[src/rtl/serial_add_seq_pkg.sv]
// Shared calculator constants: sequencer state encoding and default operand width.
package serial_add_seq_pkg;

  localparam int CALC_WIDTH = 8;

  localparam logic [1:0] S_IDLE = 2'd0;
  localparam logic [1:0] S_RUN  = 2'd1;
  localparam logic [1:0] S_DONE = 2'd2;

endpackage

[src/rtl/serial_add_seq_fa.sv]
// Full-adder bit cell; an active-low Rst forces both outputs low.
module FA (
  input  logic A,
  input  logic B,
  input  logic C,
  input  logic Rst,
  output logic S,
  output logic Cry
);

  always_comb begin
    S   = 1'b0;
    Cry = 1'b0;
    if (Rst) begin
      S   = A ^ B ^ C;
      Cry = (A & B) | (A & C) | (B & C);
    end
  end

endmodule

[src/rtl/serial_add_seq.sv]
// Bit-serial add/subtract sequencer: streams operand bits LSB first through one FA cell.
module serial_add_seq
  import serial_add_seq_pkg::*;
#(
  parameter int WIDTH = CALC_WIDTH
) (
  input  logic             Clk,
  input  logic             Rst,
  input  logic             Start,
  input  logic             Sub,
  input  logic [WIDTH-1:0] OpA,
  input  logic [WIDTH-1:0] OpB,
  output logic             Busy,
  output logic             Done,
  output logic [WIDTH-1:0] Result,
  output logic             CarryOut,
  output logic             Overflow
);

  localparam int CW = $clog2(WIDTH);
  localparam logic [CW-1:0] LAST = CW'(WIDTH - 1);

  logic [1:0]       state_reg;
  logic [WIDTH-1:0] a_sr_reg;
  logic [WIDTH-1:0] b_sr_reg;
  logic [WIDTH-1:0] result_reg;
  logic [CW-1:0]    count_reg;
  logic             carry_reg;
  logic             busy_reg;
  logic             done_reg;
  logic             carry_out_reg;
  logic             overflow_reg;
  logic             cell_s;
  logic             cell_cry;

  FA bit_cell (
    .A   (a_sr_reg[0]),
    .B   (b_sr_reg[0]),
    .C   (carry_reg),
    .Rst (1'b1),
    .S   (cell_s),
    .Cry (cell_cry)
  );

  always_ff @(posedge Clk) begin
    if (!Rst) begin
      state_reg     <= S_IDLE;
      a_sr_reg      <= '0;
      b_sr_reg      <= '0;
      result_reg    <= '0;
      count_reg     <= '0;
      carry_reg     <= 1'b0;
      busy_reg      <= 1'b0;
      done_reg      <= 1'b0;
      carry_out_reg <= 1'b0;
      overflow_reg  <= 1'b0;
    end else begin
      done_reg <= 1'b0;
      case (state_reg)
        S_RUN: begin
          result_reg <= {cell_s, result_reg[WIDTH-1:1]};
          a_sr_reg   <= a_sr_reg >> 1;
          b_sr_reg   <= b_sr_reg >> 1;
          carry_reg  <= cell_cry;
          if (count_reg == LAST) begin
            // Signed overflow: carry into the MSB differs from carry out of it.
            overflow_reg  <= carry_reg ^ cell_cry;
            carry_out_reg <= cell_cry;
            state_reg     <= S_DONE;
            busy_reg      <= 1'b0;
            done_reg      <= 1'b1;
          end else begin
            count_reg <= count_reg + 1'b1;
          end
        end
        default: begin
          // IDLE and DONE both accept; subtraction is A + ~B + 1.
          if (Start) begin
            a_sr_reg  <= OpA;
            b_sr_reg  <= Sub ? ~OpB : OpB;
            carry_reg <= Sub;
            count_reg <= '0;
            state_reg <= S_RUN;
            busy_reg  <= 1'b1;
          end else begin
            state_reg <= S_IDLE;
          end
        end
      endcase
    end
  end

  assign Busy     = busy_reg;
  assign Done     = done_reg;
  assign Result   = result_reg;
  assign CarryOut = carry_out_reg;
  assign Overflow = overflow_reg;

endmodule

[config.mk]
export PLATFORM = sky130hd
export DESIGN_NAME = serial_add_seq
export DESIGN_NICKNAME = d
export VERILOG_FILES = /design/src/rtl/serial_add_seq_pkg.sv /design/src/rtl/serial_add_seq_fa.sv /design/src/rtl/serial_add_seq.sv
export SDC_FILE = /design/constraint.sdc
export NUM_CORES = 1
export LEC_CHECK = 0
export CAP_MARGIN = 40
export CORE_ASPECT_RATIO = 1.4
export CORE_UTILIZATION = 40
export CTS_CLUSTER_SIZE = 20
export DETAILED_ROUTE_END_ITERATION = 8
export GPL_ROUTABILITY_DRIVEN = 0
export PLACE_DENSITY = 0.64
export SKIP_CTS_REPAIR_TIMING = 1
export SLEW_MARGIN = 5
export SYNTH_ARGS = -nofsm -noshare
export SYNTH_HDL_FRONTEND = slang
export SYNTH_SLANG_ARGS = --single-unit
[constraint.sdc]
create_clock -name Clk -period 3.2 [get_ports Clk]
set_clock_uncertainty 0.05 [all_clocks]
set_input_delay 0.64 -clock Clk [delete_from_list [all_inputs] [get_ports Clk]]
set_output_delay 0.64 -clock Clk [all_outputs]
set_load 0.01 [all_outputs]
Word-level counts from Yosys, hierarchy flattened
Index checks and enable logic that the tools add are counted.
- logic and storage cells: 50
- register bits after elaboration: 34
- output and inout port bits: 12
- input port bits: 20
- equal/unequal tests: 4
- add/sub/neg operators: 1
- reduce and logical (&&, ||, !) cells: 6
- bitwise gates (word level): 10
- multiplexer cells: 17
- operators by type and width (cell ; number):
    7-bit 2-to-1 mux ; 4
    3-bit 2-to-1 mux ; 3
    8-bit 2-to-1 mux ; 1
    8-bit NOT ; 1
    2-bit AND reduction ; 4
    1-bit 2-to-1 mux ; 7
    2-bit 2-to-1 mux ; 2
    2-bit != test (second input constant) ; 2
    3-bit by 1-bit adder with 3-bit output (second input constant) ; 1
    1-bit bitwise AND ; 3
    3-bit == test (second input constant) ; 1
    1-bit XOR ; 3
    2-bit by 1-bit == test with 1-bit output (second input constant) ; 1
    1-bit bitwise OR ; 2
    2-bit nonzero test ; 1
    2-bit OR reduction ; 1
    1-bit NOT ; 1

Depth between registers and ports, before layout
- depth in word-level cells: 4
- mapped depth: 6
- mapped depth without buffers: 5

Cells and area by module
A second synthesis with hierarchy kept.
- cells, all modules: 171
- area, all modules: 1505.2 µm²
- modules (own cells, without submodules) (module ; times used ; seq. area each (µm²) ; cells an instance ; area each (µm²)):
    serial_add_seq ; 1 ; 680.7 ; 168 ; 1472.7
    FA ; 1 ; 0.0 ; 3 ; 32.5

Worst setup path after synthesis
No wires, ideal clock.
- path kind: register to register
- start point: register count_reg[0]
- end point: register busy_reg (netlist: Busy)
- slack: 1.808 ns
- setup time: 0.117 ns
- stages on the path, launching flop included: 7
- required time: 3.033 ns
- path buffers: 1
- period minus slack after synthesis: 1.392 ns
- arrival time: 1.225 ns
- cells stage by stage: dfxtp_1 > ha_1 > ha_1 > clkbuf_1 > nand3b_1 > a22oi_1 > nor2_1
- word-level cells in the longest chain between the ends: 3
- RTL lines (item ; line ; RTL):
    start: declaration ; serial_add_seq.sv:27 ; logic [CW-1:0] count_reg;
    start signal: assignment ; serial_add_seq.sv:73 ; count_reg <= count_reg + 1'b1;
    3-bit == test ; serial_add_seq.sv:65 ; if (count_reg == LAST) begin
    2-bit != test (no source line) ; - ;
    2-bit AND reduction (no source line) ; - ;
    end signal: assignment ; serial_add_seq.sv:53 ; busy_reg <= 1'b0;
    end signal: assignment ; serial_add_seq.sv:70 ; busy_reg <= 1'b0;
    end signal: assignment ; serial_add_seq.sv:84 ; busy_reg <= 1'b1;
    end: declaration ; serial_add_seq.sv:29 ; logic busy_reg;
No other way between the ends.
A chain may end at the register's enable or synchronous reset.

Worst setup path after layout
- start point: input port Rst
- end point: register a_sr_reg[1]
- RTL lines (item ; line ; RTL):
    start: declaration ; serial_add_seq.sv:8 ; input logic Rst,
    end signal: assignment ; serial_add_seq.sv:62 ; a_sr_reg <= a_sr_reg >> 1;
    end signal: assignment ; serial_add_seq.sv:79 ; a_sr_reg <= OpA;
    end: declaration ; serial_add_seq.sv:24 ; logic [WIDTH-1:0] a_sr_reg;
No word-level cell between the ends.

==> results.txt <==
- Net Count, Synth: 192
- WL per Instance: 12.7 um
* Later-pin clock latency in the skew report: 0.28 ns
* Antenna violations before repair: 0
- Number of max-capacitance violations reported: 0
* XOR/XNOR Fraction of Synth Area: 4.96%
- The synthesized netlist devotes 2.84% of its cell area to adder and majority cells.
* Area of all placed cells without fillers: 1960 um^2
- Commonest cells after routing, fill and taps aside: 34 x sky130_fd_sc_hd__dfxtp_1, 31 x sky130_fd_sc_hd__clkdlybuf4s50_1, 21 x sky130_fd_sc_hd__nor2_1
* Pin count of the biggest net entering global routing: 37
- Leaving out fill and tap cells, the most frequent cell in the layout is sky130_fd_sc_hd__dfxtp_1.
- Setup slack of the critical path after layout: 0.997 ns
- ANT cells: 0
- The final hold violation count was 0.
- Via Count: 1,271
- Area post-placement: 1870 um^2
* Via count of the first global-routing pass: 1,198
- Share of the yosys chip area belonging to registers: 42.9%
- Placement row count: 26
- Critical Setup Path Class: input port to flip-flop
- Power per cell area: 466 nW/um^2
- Final cell utilization of the core: 52.9%
- Synthesis-to-layout area growth: 23.6%
* Leakage component of the power: 0.738 nW
- Setup violations remaining at the end of the flow were counted as 0.
- Antenna Violating Nets Remaining: 0
- Crit path max-delay cell type: sky130_fd_sc_hd__inv_1
* Critical Path Start Type: input port
* Delay contributed by the slowest stage of the critical path: 0.73 ns
* Fraction of synthesized cell area taken by the top area cell type: 42.9%
- In the routed design, unresolved DRC markers number 0.
- Total congestion overflow after global routing: 0
- I/O pins: 32
- Summing the areas of all compound-gate instances in the mapped netlist gives 21.2% of the synthesized area.
* Fraction of the cycle the final worst path needs: 68.9%
- In the synthesized netlist the dominant register cell turns out to be sky130_fd_sc_hd__dfxtp_1.
- Wire length of the first global-routing pass: 5.22 mm
- CTS root buf: sky130_fd_sc_hd__clkbuf_8
- Syn avg cell area: 9.40 um^2
* Setup repair after global routing missed its margin: false
- Static timing analysis puts the maximum clock frequency at 454 MHz.
- Headroom to the max-slew limit came out at 40.7%.
* Power after layout: 915 uW
- Clock-pin slew was measured on the worst setup and hold paths at 0.07 ns.
* CTS tree: done
* Required @ worst endpoint: 3.30 ns
* Worst min-delay path class: flip-flop to flip-flop
- Buffers added on ports: 31
* Number of clock sinks seen by CTS: 34
- Number of violations reported at the end of detailed-routing iteration 0: 49
- Ratio of cells with drive above 1 in the final layout: 13.7%
- Final nets: 219
- Pre-Repair DR Iteration Count: 4
* Leading cell types by total area after synthesis: sky130_fd_sc_hd__dfxtp_1 43%, sky130_fd_sc_hd__a211oi_2 7.1%, sky130_fd_sc_hd__mux2i_1 5.7%
- The die covers 4230 um^2.
- Crit path time final: 2.20 ns
- Die H: 76.5 um
* Worst-Margin Slew: 0.889 ns
* Synthesized area: 1590 um^2
* Number of buffers added by the clock tree synthesis step: 5
- Post-DR vias/cell: 5.32
* Number of warnings issued by yosys: 0
* Multiplexer area fraction after synthesis: 5.67%
* Syn Inst Count: 169
- Counting along the longest clock path gives a buffer depth of 2.
- Prior to clock tree synthesis, the placed netlist has a worst setup slack of 0.711 ns.
- Arrival time worst endpoint: 2.30 ns
- Worst IR drop on VDD: 289 uV
- Worst-path cell chain: clkdlybuf4s50_1 -> inv_1 -> buf_4 -> a211oi_2
- Core box area: 3710 um^2
- CP max FO: 26
- Number of library cell types mapped by synthesis: 29
* Final number of max-transition violations: 0
* Initial Util: 42.8%
- The run finished with clean final reports.
* Simple-gate area share of the yosys netlist: 15.6%
- Summed over all layers, the routed wires come to 3.03 mm.
* Gr usage total: 15.9%
- FF+latch count, synth: 34
- STA classifies the critical path endpoint as a flip-flop.
- Summed negative setup slack over all endpoints: 0 ns
- After synthesis, the largest family of logic cells by area is compound AO/OA/AOI/OAI gates.
* EDFF count, synth: 0
- The wire-length estimate of the detail-placed layout is 2.07 mm.
- H-tree depth reported by CTS: 2
* Cell accounting for the most synthesized area: sky130_fd_sc_hd__dfxtp_1
* Die width: 55.2 um
- For this run, asynchronously set or reset flops after synthesis account for 0%.
## synth_stat cells (all sizes together), types with 2 or more instances
library cell  instances
o21ai                 8
xor2                  8
a32oi                 2
dfxtp                34
mux2i                 9
ha                    2
nand3                12
a21oi                13
o31ai                 7
buf                  13
nor2                 21
a211oi                9
nand2                19
## metal layers
metal  share of wire [%]  up-vias  GRT usage [%]  routed length, um
li1                    -      639              -                  -
met1                  42      592           16.5               1280
met2                  52       35           28.0               1580
met3                 4.0        5           5.09                122
met4                 1.9        0           8.25                 57
met5                   0        -              0                  0
## metrics by stage
| step | hold WS [ns] | instances |
|---|---|---|
| 6_report | 0.411 | 239 |
| 5_1_grt | 0.432 | 239 |
| 4_1_cts | 0.412 | 239 |
| 3_5_place_dp | 0.402 | 231 |
| 3_3_place_gp | 0.394 | 231 |
| 2_1_floorplan | 0.390 | 169 |
## final timing paths
kind	startpoint	cells past startpoint	endpoint	slack, ns
max	Rst	4	a_sr_reg[1]	1.0
min reg2reg	CarryOut	2	CarryOut	0.41
min	CarryOut	2	CarryOut	0.41
max reg2reg	count_reg[0]	5	Busy	1.67
## power breakdown
group / switching, mW / internal, mW / leakage (nW)
clock network: 0.149 / 0.173 / 0.0482
logic: 0.0678 / 0.0642 / 0.411
registers: 0.0149 / 0.446 / 0.279
## layout make-up
type                       count  area (um^2)
tap                           42         52.6
clock inverter                 1         5.00
timing repair buffer          34          333
multi-input combinational    119          798
clock buffer                   7         86.3
fill                         362         1750
inverter                       2         7.51
sequential                    34          681
## cells by family (layout without fill, tap and decap cells)
family	count (synthesis)	after routing
and+or+nand+nor	57	57
AOI/OAI and AO/OA	41	41
DFF	34	34
buffers and inverters	16	44
xor gates and xnor gates	9	9
muxes	9	9
adders and majority gates	3	3
## critical path, delay by kind of cell
family	cells	cell delay [ns]
buffers and inverters	3	1.60
AOI/OAI and AO/OA	1	0.05
Power figures use the tool's default switching activity.
